--- src/rtl/pzcorebus_request_aligner.sv ---
// Request aligner: holds a write's data beats until its command has been
// accepted downstream, counts the burst, flags the last beat, and blocks the
// next command until the current burst has fully drained.
module pzcorebus_request_aligner #(
  parameter int CMD_WIDTH    = 32,
  parameter int DATA_WIDTH   = 64,
  parameter int LENGTH_WIDTH = 4
) (
  input  logic                    i_clk,
  input  logic                    i_rst,
  input  logic                    i_mcmd_valid,
  output logic                    o_scmd_accept,
  input  logic                    i_mcmd_write,
  input  logic [LENGTH_WIDTH-1:0] i_mcmd_length,
  input  logic [CMD_WIDTH-1:0]    i_mcmd,
  input  logic                    i_mdata_valid,
  output logic                    o_sdata_accept,
  input  logic [DATA_WIDTH-1:0]   i_mdata,
  output logic                    o_mcmd_valid,
  input  logic                    i_scmd_accept,
  output logic                    o_mcmd_write,
  output logic [LENGTH_WIDTH-1:0] o_mcmd_length,
  output logic [CMD_WIDTH-1:0]    o_mcmd,
  output logic                    o_mdata_valid,
  input  logic                    i_sdata_accept,
  output logic [DATA_WIDTH-1:0]   o_mdata,
  output logic                    o_mdata_last,
  output logic                    o_busy
);

  typedef enum logic [1:0] {
    IDLE = 2'd0,
    CMD  = 2'd1,
    DATA = 2'd2
  } state_t;

  localparam logic [LENGTH_WIDTH:0] ONE = {{LENGTH_WIDTH{1'b0}}, 1'b1};

  state_t                  state;
  logic [LENGTH_WIDTH:0]   count;
  logic                    mcmd_write;
  logic [LENGTH_WIDTH-1:0] mcmd_length;
  logic [CMD_WIDTH-1:0]    mcmd;

  logic [LENGTH_WIDTH:0]   beats;
  logic [LENGTH_WIDTH:0]   last_index;
  logic                    in_data;
  logic                    beat_done;
  logic                    last_beat;

  // Burst length decode: a length of zero means the full 2**LENGTH_WIDTH beats,
  // which the extra counter bit can represent without wrapping.
  always_comb begin
    beats      = (mcmd_length == '0) ? {1'b1, {LENGTH_WIDTH{1'b0}}}
                                     : {1'b0, mcmd_length};
    last_index = beats - ONE;
    in_data    = (state == DATA);
    beat_done  = in_data && i_mdata_valid && i_sdata_accept;
    last_beat  = (count == last_index);
  end

  // Command capture, state sequencing and beat counting.
  always_ff @(posedge i_clk) begin
    if (i_rst) begin
      state       <= IDLE;
      count       <= '0;
      mcmd_write  <= 1'b0;
      mcmd_length <= '0;
      mcmd        <= '0;
    end else begin
      case (state)
        IDLE: begin
          if (i_mcmd_valid) begin
            mcmd_write  <= i_mcmd_write;
            mcmd_length <= i_mcmd_length;
            mcmd        <= i_mcmd;
            state       <= CMD;
          end
        end
        CMD: begin
          if (i_scmd_accept) begin
            if (mcmd_write) begin
              count <= '0;
              state <= DATA;
            end else begin
              state <= IDLE;
            end
          end
        end
        DATA: begin
          if (beat_done) begin
            count <= count + ONE;
            if (last_beat) begin
              state <= IDLE;
            end
          end
        end
        default: state <= IDLE;
      endcase
    end
  end

  // Handshake gating: data passes straight through only while in DATA;
  // otherwise upstream sees no accept and its data is held.
  always_comb begin
    o_scmd_accept  = (state == IDLE);
    o_mcmd_valid   = (state == CMD);
    o_mcmd_write   = mcmd_write;
    o_mcmd_length  = mcmd_length;
    o_mcmd         = mcmd;
    o_mdata_valid  = in_data && i_mdata_valid;
    o_sdata_accept = in_data && i_sdata_accept;
    o_mdata        = in_data ? i_mdata : '0;
    o_mdata_last   = in_data && last_beat;
    o_busy         = (state != IDLE);
  end

endmodule

--- config.mk ---
export PLATFORM = sky130hd
export DESIGN_NAME = pzcorebus_request_aligner
export DESIGN_NICKNAME = d
export VERILOG_FILES = /design/src/rtl/pzcorebus_request_aligner.sv
export SDC_FILE = /design/constraint.sdc
export NUM_CORES = 1
export LEC_CHECK = 0
export ABC_AREA = 1
export BUFFER_PORTS_ARGS = -buffer_cell sky130_fd_sc_hd__buf_2
export CAP_MARGIN = 20
export CELL_PAD_IN_SITES_DETAIL_PLACEMENT = 0
export CELL_PAD_IN_SITES_GLOBAL_PLACEMENT = 2
export CORE_MARGIN = 3
export CORE_UTILIZATION = 17
export CTS_CLUSTER_SIZE = 12
export DETAILED_ROUTE_END_ITERATION = 7
export PLACE_DENSITY_LB_ADDON = 0.1
export SYNTH_ARGS = -nofsm -noshare
export SYNTH_HDL_FRONTEND = slang
export SYNTH_SLANG_ARGS = --single-unit
--- constraint.sdc ---
create_clock -name i_clk -period 3.8 [get_ports i_clk]
set_clock_uncertainty 0.05 [all_clocks]
set_input_delay 0.19 -clock i_clk [delete_from_list [all_inputs] [get_ports i_clk]]
set_output_delay 0.19 -clock i_clk [all_outputs]
set_load 0.01 [all_outputs]
==> flow_summary_export.csv, run 1 <==
group,metric,value,unit
power_and_ir_drop,p_comb_share,27.1,%
synthesis,ys_types,24,
synthesis,synthMuxAreaShare,0,%
detailed_routing,wl,9.01,mm
timing,rsz0062_at_grt,"no",
place,hpwl,7.14,mm
cts,cts_htree_levels,2,
synthesis,async_flop_share,0,%
detailed_routing,remaining_drc_errors,0,
grt,grt_start_max_net_pins,68,
hold_path,whs_path_depth,2,
cts,cts_inserted_buffers,5,
synthesis,synth.net_count,495,
setup_path,r2r.worst_path.cells,5,
cts,tritoncts,"built",
setup_path,critPathCaptureType,"register",
synthesis,yosys_warnings,0,
timing,fin_crit,2010,ps
setup_path,crit_chain,"nor2_2, nand2_2, inv_2, nor2_1, nor2_1",
detailed_routing,drtIter0Drc,136,
power_and_ir_drop,switching_power,0.000406,W
layout,regArea,881,sq um
setup_path,required,3920,ps
synthesis,synthesis.area,2340,sq um
cts,clock-sinks,44,
run,drv_cap,0,
floorplanning,dieHeight,123,microns
power_and_ir_drop,clkPwrFrac,31.6,%
synthesis,synth_compound_area_share,10.5,%
cts,hold_buffers,0,
timing,fin_setup_tns,0,ps
timing,finalMaxSlewViolations,0,
power_and_ir_drop,power_density,348,nW/um^2
synthesis,synth_area_leaders,"dfxtp_1 38%, nor2_1 23%, inv_1 13%",
place,gp_congestion,0.718,
synthesis,syn_avg_cell_area,6.09,sq um
synthesis,synth_seq_area_share,37.6,%
power_and_ir_drop,sw_frac_of_total,31.3,%
detailed_routing,drt_first_pass_iters,4,
floorplanning,die_w,123,microns
layout,final.fill_count,1536,
power_and_ir_drop,p_int,0.000893,W
layout,layout.nets,699,
layout,drive_gt1_share,39.9,%
setup_path,path_max_fanout,42,
layout,multiInputGateArea,1070,sq um
power_and_ir_drop,vdd_drop_max,0.180,mV
place,port_buffers,213,
grt,first_global_vias,2611,
cts,clockBufferDepth,2,
grt,grt_pass1_wl,12.9,mm
floorplanning,num_rows,42,
setup_path,worst_path_max_delay_cell,"nand2_2",
cts,ctsRootBufferMaster,"clkbuf_16",
grt,antenna_found_initial,0,
floorplanning,dieArea,15200,sq um
timing,min_period_over_period,52.8,%
synthesis,synth_xor_area_share,0.374,%
cts,post-cts-setup-buffers,0,
synthesis,synth_seq_cells,44,
floorplanning,num_io_pins,214,
synthesis,yosys.area.top_type,"dfxtp_1",
grt,grt_overflow,0,
floorplanning,coreArea,13300,sq um
power_and_ir_drop,totalPowerFinal,0.00130,W
outcome,outcome,"finished, final reports clean",
synthesis,synth-edff-count,0,
detailed_routing,wl_per_cell,11.8,microns
grt,grt.total_usage,10.7,%
cts,clkTransAtPathRegs,60,ps
detailed_routing,antenna_left,0,
synthesis,synthSimpleGateAreaFrac,33.4,%
setup_path,cp_common_cell,"nor2_1",
layout,area_growth,59.4,%
timing,maxSlewHeadroom,49.8,%
setup_path,cpPeakStageDelay,560,ps
power_and_ir_drop,seq_power_share,41.3,%
hold_path,min_path_type,"in -> reg",
synthesis,synth_top_family_by_area,"simple AND/OR/NAND/NOR gates",
detailed_routing,avgViaCountPerCell,3.78,
synthesis,synth_adder_area_share,1.60,%
timing,worst_pin_slew,751,ps
synthesis,netlist.area_leader.share,37.6,%
timing,finalHoldViolCount,0,
setup_path,cp-start-kind,"register",
cts,post_cts_resized,0,
timing,final-setup-viol-count,0,
synthesis,synth_ff_type,"dfxtp_1",
timing,timing.fmax,498,MHz
cts,clock_latency,270,ps
power_and_ir_drop,power_leakage,2.35,nW
setup_path,arrival,2130,ps
detailed_routing,num_vias,2889,
layout,diodes,0,
floorplanning,start_util,17.6,%
synthesis,netlist_top_cells_count,"142 x nor2_1, 81 x inv_1, 44 x dfxtp_1",
synthesis,synth_most_common_cell,"nor2_1",
synthesis,syn_inst,385,
setup_path,crit_type,"reg -> reg",
## power groups by stage
| stage | Sequential (W) | Combinational (W) | Clock [W] |
|---|---|---|---|
| floorplan | 0.000564 | 0.000174 | 0 |
| global placement | 0.000546 | 0.000358 | 0 |
| detailed placement | 0.000546 | 0.000355 | 0 |
| CTS | 0.000537 | 0.000356 | 0.000431 |
| global route | 0.000542 | 0.000406 | 0.000446 |
| finish | 0.000536 | 0.000352 | 0.000411 |
## logic make-up after synthesis
logic type | after synthesis
AOI/OAI and AO/OA | 49
and+or+nand+nor | 187
DFF | 44
buffers and inverters | 101
adders and majority gates | 3
xor gates and xnor gates | 1
## state kept, by name, indices dropped and copies added, names as in the netlist
signal / cells
state: 2
o_mcmd_write: 1
o_mcmd: 32
o_mcmd_length: 4
count: 5
## critical path, delay by kind of cell (launching register included)
family,cells,cell delay [ps]
buffers and inverters,1,470
and+or+nand+nor,4,900
DFF,1,460
## path summary, 6_finish.rpt
| kind | start | slack [ps] | endpoint |
|---|---|---|---|
| max | state[0] | 1790 | o_mcmd[8] |
| max reg2reg | state[0] | 1790 | o_mcmd[8] |
| min reg2reg | o_mcmd[23] | 430 | o_mcmd[23] |
| min | i_rst | 70 | state[0] |
## cells in the final DEF, fill, tap and decap left out, types with 2 or more instances in the layout
| cell | Yosys | routed |
|---|---|---|
| buf_2 | 9 | 213 |
| inv_2 | 2 | 3 |
| nor2_2 | 2 | 2 |
| a21oi_1 | 9 | 9 |
| nand2_1 | 27 | 27 |
| nand2_2 | 2 | 2 |
| nor2_1 | 142 | 142 |
| nand3_1 | 5 | 5 |
| clkbuf_16 | 0 | 5 |
| nor3_1 | 2 | 2 |
| dfxtp_1 | 44 | 44 |
| o21ai_0 | 37 | 37 |
| ha_1 | 3 | 3 |
| o21ai_1 | 3 | 3 |
| inv_1 | 81 | 80 |
## routing by layer
metal	global-route usage, %	vias up	routed length (microns)
met1	11.5	1234	3460
met4	2.28	0	38
met2	20.5	116	4610
met3	3.11	2	905
li1	-	1537	-
met5	0	-	0
## layout make-up
type                            count  share of cell area (%)
Timing Repair Buffer              215                    29.8
Clock buffer                        5                    3.35
Sequential cell                    44                    23.6
Inverter                           83                    8.34
Multi-Input combinational cell    240                    28.7
Tap cell                          176                    5.89
Clock inverter                      2                   0.335
## metrics by stage
step | cells | hold slack, ps | cell area [sq um] | setup slack (ps) | util (%)
after floorplan | 385 | 209 | 2340 | 2240 | -
after global placement | 756 | 344 | 3550 | 1750 | 26.6
after detailed placement | 756 | 358 | 3550 | 1750 | 26.6
after CTS | 763 | 62.7 | 3690 | 1590 | 27.6
after global routing | 765 | 79.4 | 3740 | 1510 | 28.0
final | 765 | 68.6 | 3740 | 1790 | 28.0
(Power assumes the default switching activity.)
==> inputs of run 2 (changes only) <==
- ABC_AREA: 1 -> 0
- clock period: 3.8 -> 1.98 ns (I/O delays scaled with it)
==> run 2 against run 1 <==
Compared with the run above: the run now ends with negative setup slack left; first-iteration DRC count shrank 18%; count of clock-buffer cells in the layout is the same; synthesized cell count shrank 23%; via count shrank 6.3%; global-route usage grew 1.7 points; largest power group unchanged.
==> flow_summary_export.csv, run 2 <==
group,metric,value,unit
timing,finalHoldViolCount,0,
synthesis,synthMuxAreaShare,0,%
synthesis,synthSimpleGateAreaFrac,38.5,%
detailed_routing,drt_first_pass_iters,4,
timing,fin_crit,2080,ps
cts,tritoncts,"built",
layout,largest_register_ffs,32,
setup_path,worst_path_max_delay_cell,"dfxtp_2",
cts,clock-sinks,44,
layout,drive_gt1_share,46.8,%
layout,final_common_cell,"buf_2",
synthesis,synth_seq_area_share,40.0,%
detailed_routing,num_vias,2707,
cts,clockBufferDepth,2,
synthesis,synth_seq_cells,44,
timing,final-setup-viol-count,2,
setup_path,cpLargestDelayFamily,"simple AND/OR/NAND/NOR gates",
setup_path,crit_chain,"inv_2, ha_2, nor3b_2, or3_1, a211o_1, nor4_2, buf_2",
floorplanning,die_w,120,microns
outcome,violations,"negative setup slack",
setup_path,path_max_fanout,2,
synthesis,synth_ff_type,"dfxtp_1",
setup_path,crit_type,"reg -> out",
setup_path,cp.depth,7,
synthesis,synth_top_family_by_area,"simple AND/OR/NAND/NOR gates",
timing,rsz0062_at_grt,"yes",
cts,clkTransAtPathRegs,60,ps
grt,grt_overflow,0,
place,hpwl,7.42,mm
synthesis,synth_most_common_cell,"nand2_1",
synthesis,yosys.area.top_type,"dfxtp_1",
synthesis,async_flop_share,0,%
place,post-place-ws,48.1,ps
grt,antenna_found_initial,0,
run,drv_cap,0,
setup_path,path_buf_inv,2,
synthesis,netlist_top_cells_count,"77 x nand2_1, 67 x and2_1, 44 x dfxtp_1",
detailed_routing,wl_per_cell,13.4,microns
timing,fin_ws,-95.3,ps
synthesis,syn_inst,297,
timing,maxSlewHeadroom,74.3,%
timing,worst_pin_slew,386,ps
detailed_routing,drtIter0Drc,112,
hold_path,whs_path_depth,3,
setup_path,arrival,1930,ps
place,gp_congestion,0.795,
synthesis,synth_compound_area_share,13.0,%
setup_path,critPathCaptureType,"primary output",
power_and_ir_drop,power_density,596,nW/um^2
power_and_ir_drop,power_leakage,2.08,nW
timing,finalMaxSlewViolations,0,
setup_path,cpPeakStageDelay,340,ps
timing,min_period_over_period,105,%
outcome,outcome,"finished with violations",
power_and_ir_drop,sw_frac_of_total,25.4,%
power_and_ir_drop,seq_power_share,40.6,%
synthesis,synth_xor_area_share,2.79,%
detailed_routing,remaining_drc_errors,0,
cts,clock_latency,280,ps
synthesis,synth_area_leaders,"dfxtp_1 40%, and2_1 19%, nand2_1 13%",
grt,grt.total_usage,12.4,%
layout,mostFrequentLayoutCells,"213 x buf_2, 77 x nand2_1, 67 x and2_1, 42 x dfxtp_1, 41 x a21oi_1",
power_and_ir_drop,p_comb_share,18.9,%
power_and_ir_drop,totalPowerFinal,0.00236,W
synthesis,syn_avg_cell_area,7.41,sq um
grt,grt_pass1_wl,14.4,mm
floorplanning,dieArea,14300,sq um
detailed_routing,avgViaCountPerCell,3.86,
detailed_routing,wl,9.40,mm
synthesis,synth-edff-count,0,
hold_path,min_path_type,"in -> reg",
setup_path,required,1830,ps
floorplanning,num_rows,40,
power_and_ir_drop,switching_power,0.000600,W
cts,cts_inserted_buffers,5,
cts,ctsRootBufferMaster,"clkbuf_16",
setup_path,r2r.worst_path.cells,9,
synthesis,synthesis.area,2200,sq um
timing,timing.fmax,482,MHz
timing,fin_setup_tns,-130,ps
grt,grt_start_max_net_pins,68,
detailed_routing,antenna_left,0,
synthesis,synth_adder_area_share,1.71,%
layout,final.fill_count,1378,
floorplanning,dieHeight,120,microns
floorplanning,coreArea,12300,sq um
floorplanning,num_io_pins,214,
place,port_buffers,213,
setup_path,cp-start-kind,"register",
synthesis,yosys_warnings,0,
floorplanning,start_util,17.9,%
grt,first_global_vias,2685,
layout,area_growth,80.2,%
synthesis,ys_types,30,
layout,layout.nets,643,
power_and_ir_drop,vdd_drop_max,0.307,mV
synthesis,netlist.area_leader.share,40.0,%
power_and_ir_drop,clkPwrFrac,40.5,%
synthesis,synth.net_count,407,
power_and_ir_drop,p_int,0.00176,W
cts,cts_htree_levels,2,
layout,diodes,0,
run 2: cell count changes in the layout (fill, tap and decap cells not counted), moves of 4 or more:
cell,before,now
a21oi_1,9,41
and2_1,0,67
buf_4,0,13
dlygate4sd3_1,0,20
inv_1,80,1
nand2_1,27,77
nand2b_1,0,4
nand3_1,5,0
nor2_1,142,9
o21ai_0,37,2
xnor2_1,0,4
run 2: stage by stage:
| stage | instances | util (%) | hold WS, ps | area [sq um] |
|---|---|---|---|---|
| 2_1_floorplan | 297 | - | 177 | 2200 |
| 3_3_place_gp | 672 | 28.7 | 289 | 3530 |
| 3_5_place_dp | 672 | 28.7 | 285 | 3530 |
| 4_1_cts | 700 | 31.9 | 0.121 | 3930 |
| 5_1_grt | 702 | 32.2 | 6.35 | 3960 |
| 6_report | 702 | 32.2 | 4.04 | 3960 |
run 2: path summary, 6_finish.rpt:
check	endpoint	slack, ps	start
hold reg to reg	o_mcmd[0]	400	o_mcmd[0]
hold / removal	o_mcmd[0]	4	i_mcmd[0]
setup / recovery	o_mdata_last	-100	o_mcmd_length[0]
setup reg to reg	state[1]	-30	o_mcmd_length[0]
run 2: cell families (layout without fill, tap and decap cells):
kind of cell	after synthesis	after routing
AND/OR/NAND/NOR	169	169
AO/OA/AOI/OAI	51	51
flip-flops	44	44
buffers and inverters	23	260
XOR/XNOR	7	7
adder cells (fa/ha/maj)	3	3
run 2: layer usage:
layer / global-route usage, % / wire [microns] / vias to the layer above
li1: - / - / 1421
met1: 14.3 / 3800 / 1206
met2: 23.1 / 5000 / 78
met3: 3.77 / 581 / 2
met4: 1.50 / 24 / 0
met5: 0 / 0 / -
run 2: power by group through the flow:
stage | Clock (W) | Sequential (W) | Combinational, W
global route | 0.00103 | 0.000966 | 0.000500
finish | 0.000956 | 0.000959 | 0.000445
floorplan | 0 | 0.00100 | 0.000159
detailed placement | 0 | 0.000979 | 0.000412
global placement | 0 | 0.000978 | 0.000409
CTS | 0.00101 | 0.000959 | 0.000450
run 2: what timing repair did:
item	4_1_cts	5_1_grt
resized for setup	6	4
setup buffers	0	2
endpoints found under the setup margin	1	2
hold buffers	20	0
endpoints found under the hold margin	20	0
pin swaps	3	2
run 2: final cells by class:
| class | instances | area, sq um | share of cell area, % |
|---|---|---|---|
| Timing Repair Buffer | 249 | 1420 | 35.7 |
| Multi-Input combinational cell | 230 | 1270 | 32.1 |
| Sequential cell | 44 | 883 | 22.3 |
| Tap cell | 168 | 210 | 5.30 |
| Clock buffer | 5 | 125 | 3.16 |
| Clock inverter | 3 | 46.3 | 1.17 |
| Inverter | 3 | 11.3 | 0.284 |
run 2: worst register-to-register path, stage by stage (launching register included):
cell     delay [ps]
dfxtp_2         340
inv_2            40
ha_2            170
nor3b_2         150
or3_1           310
a211o_1         300
buf_4           150
buf_6           100
o41ai_4         190
a21oi_1          90
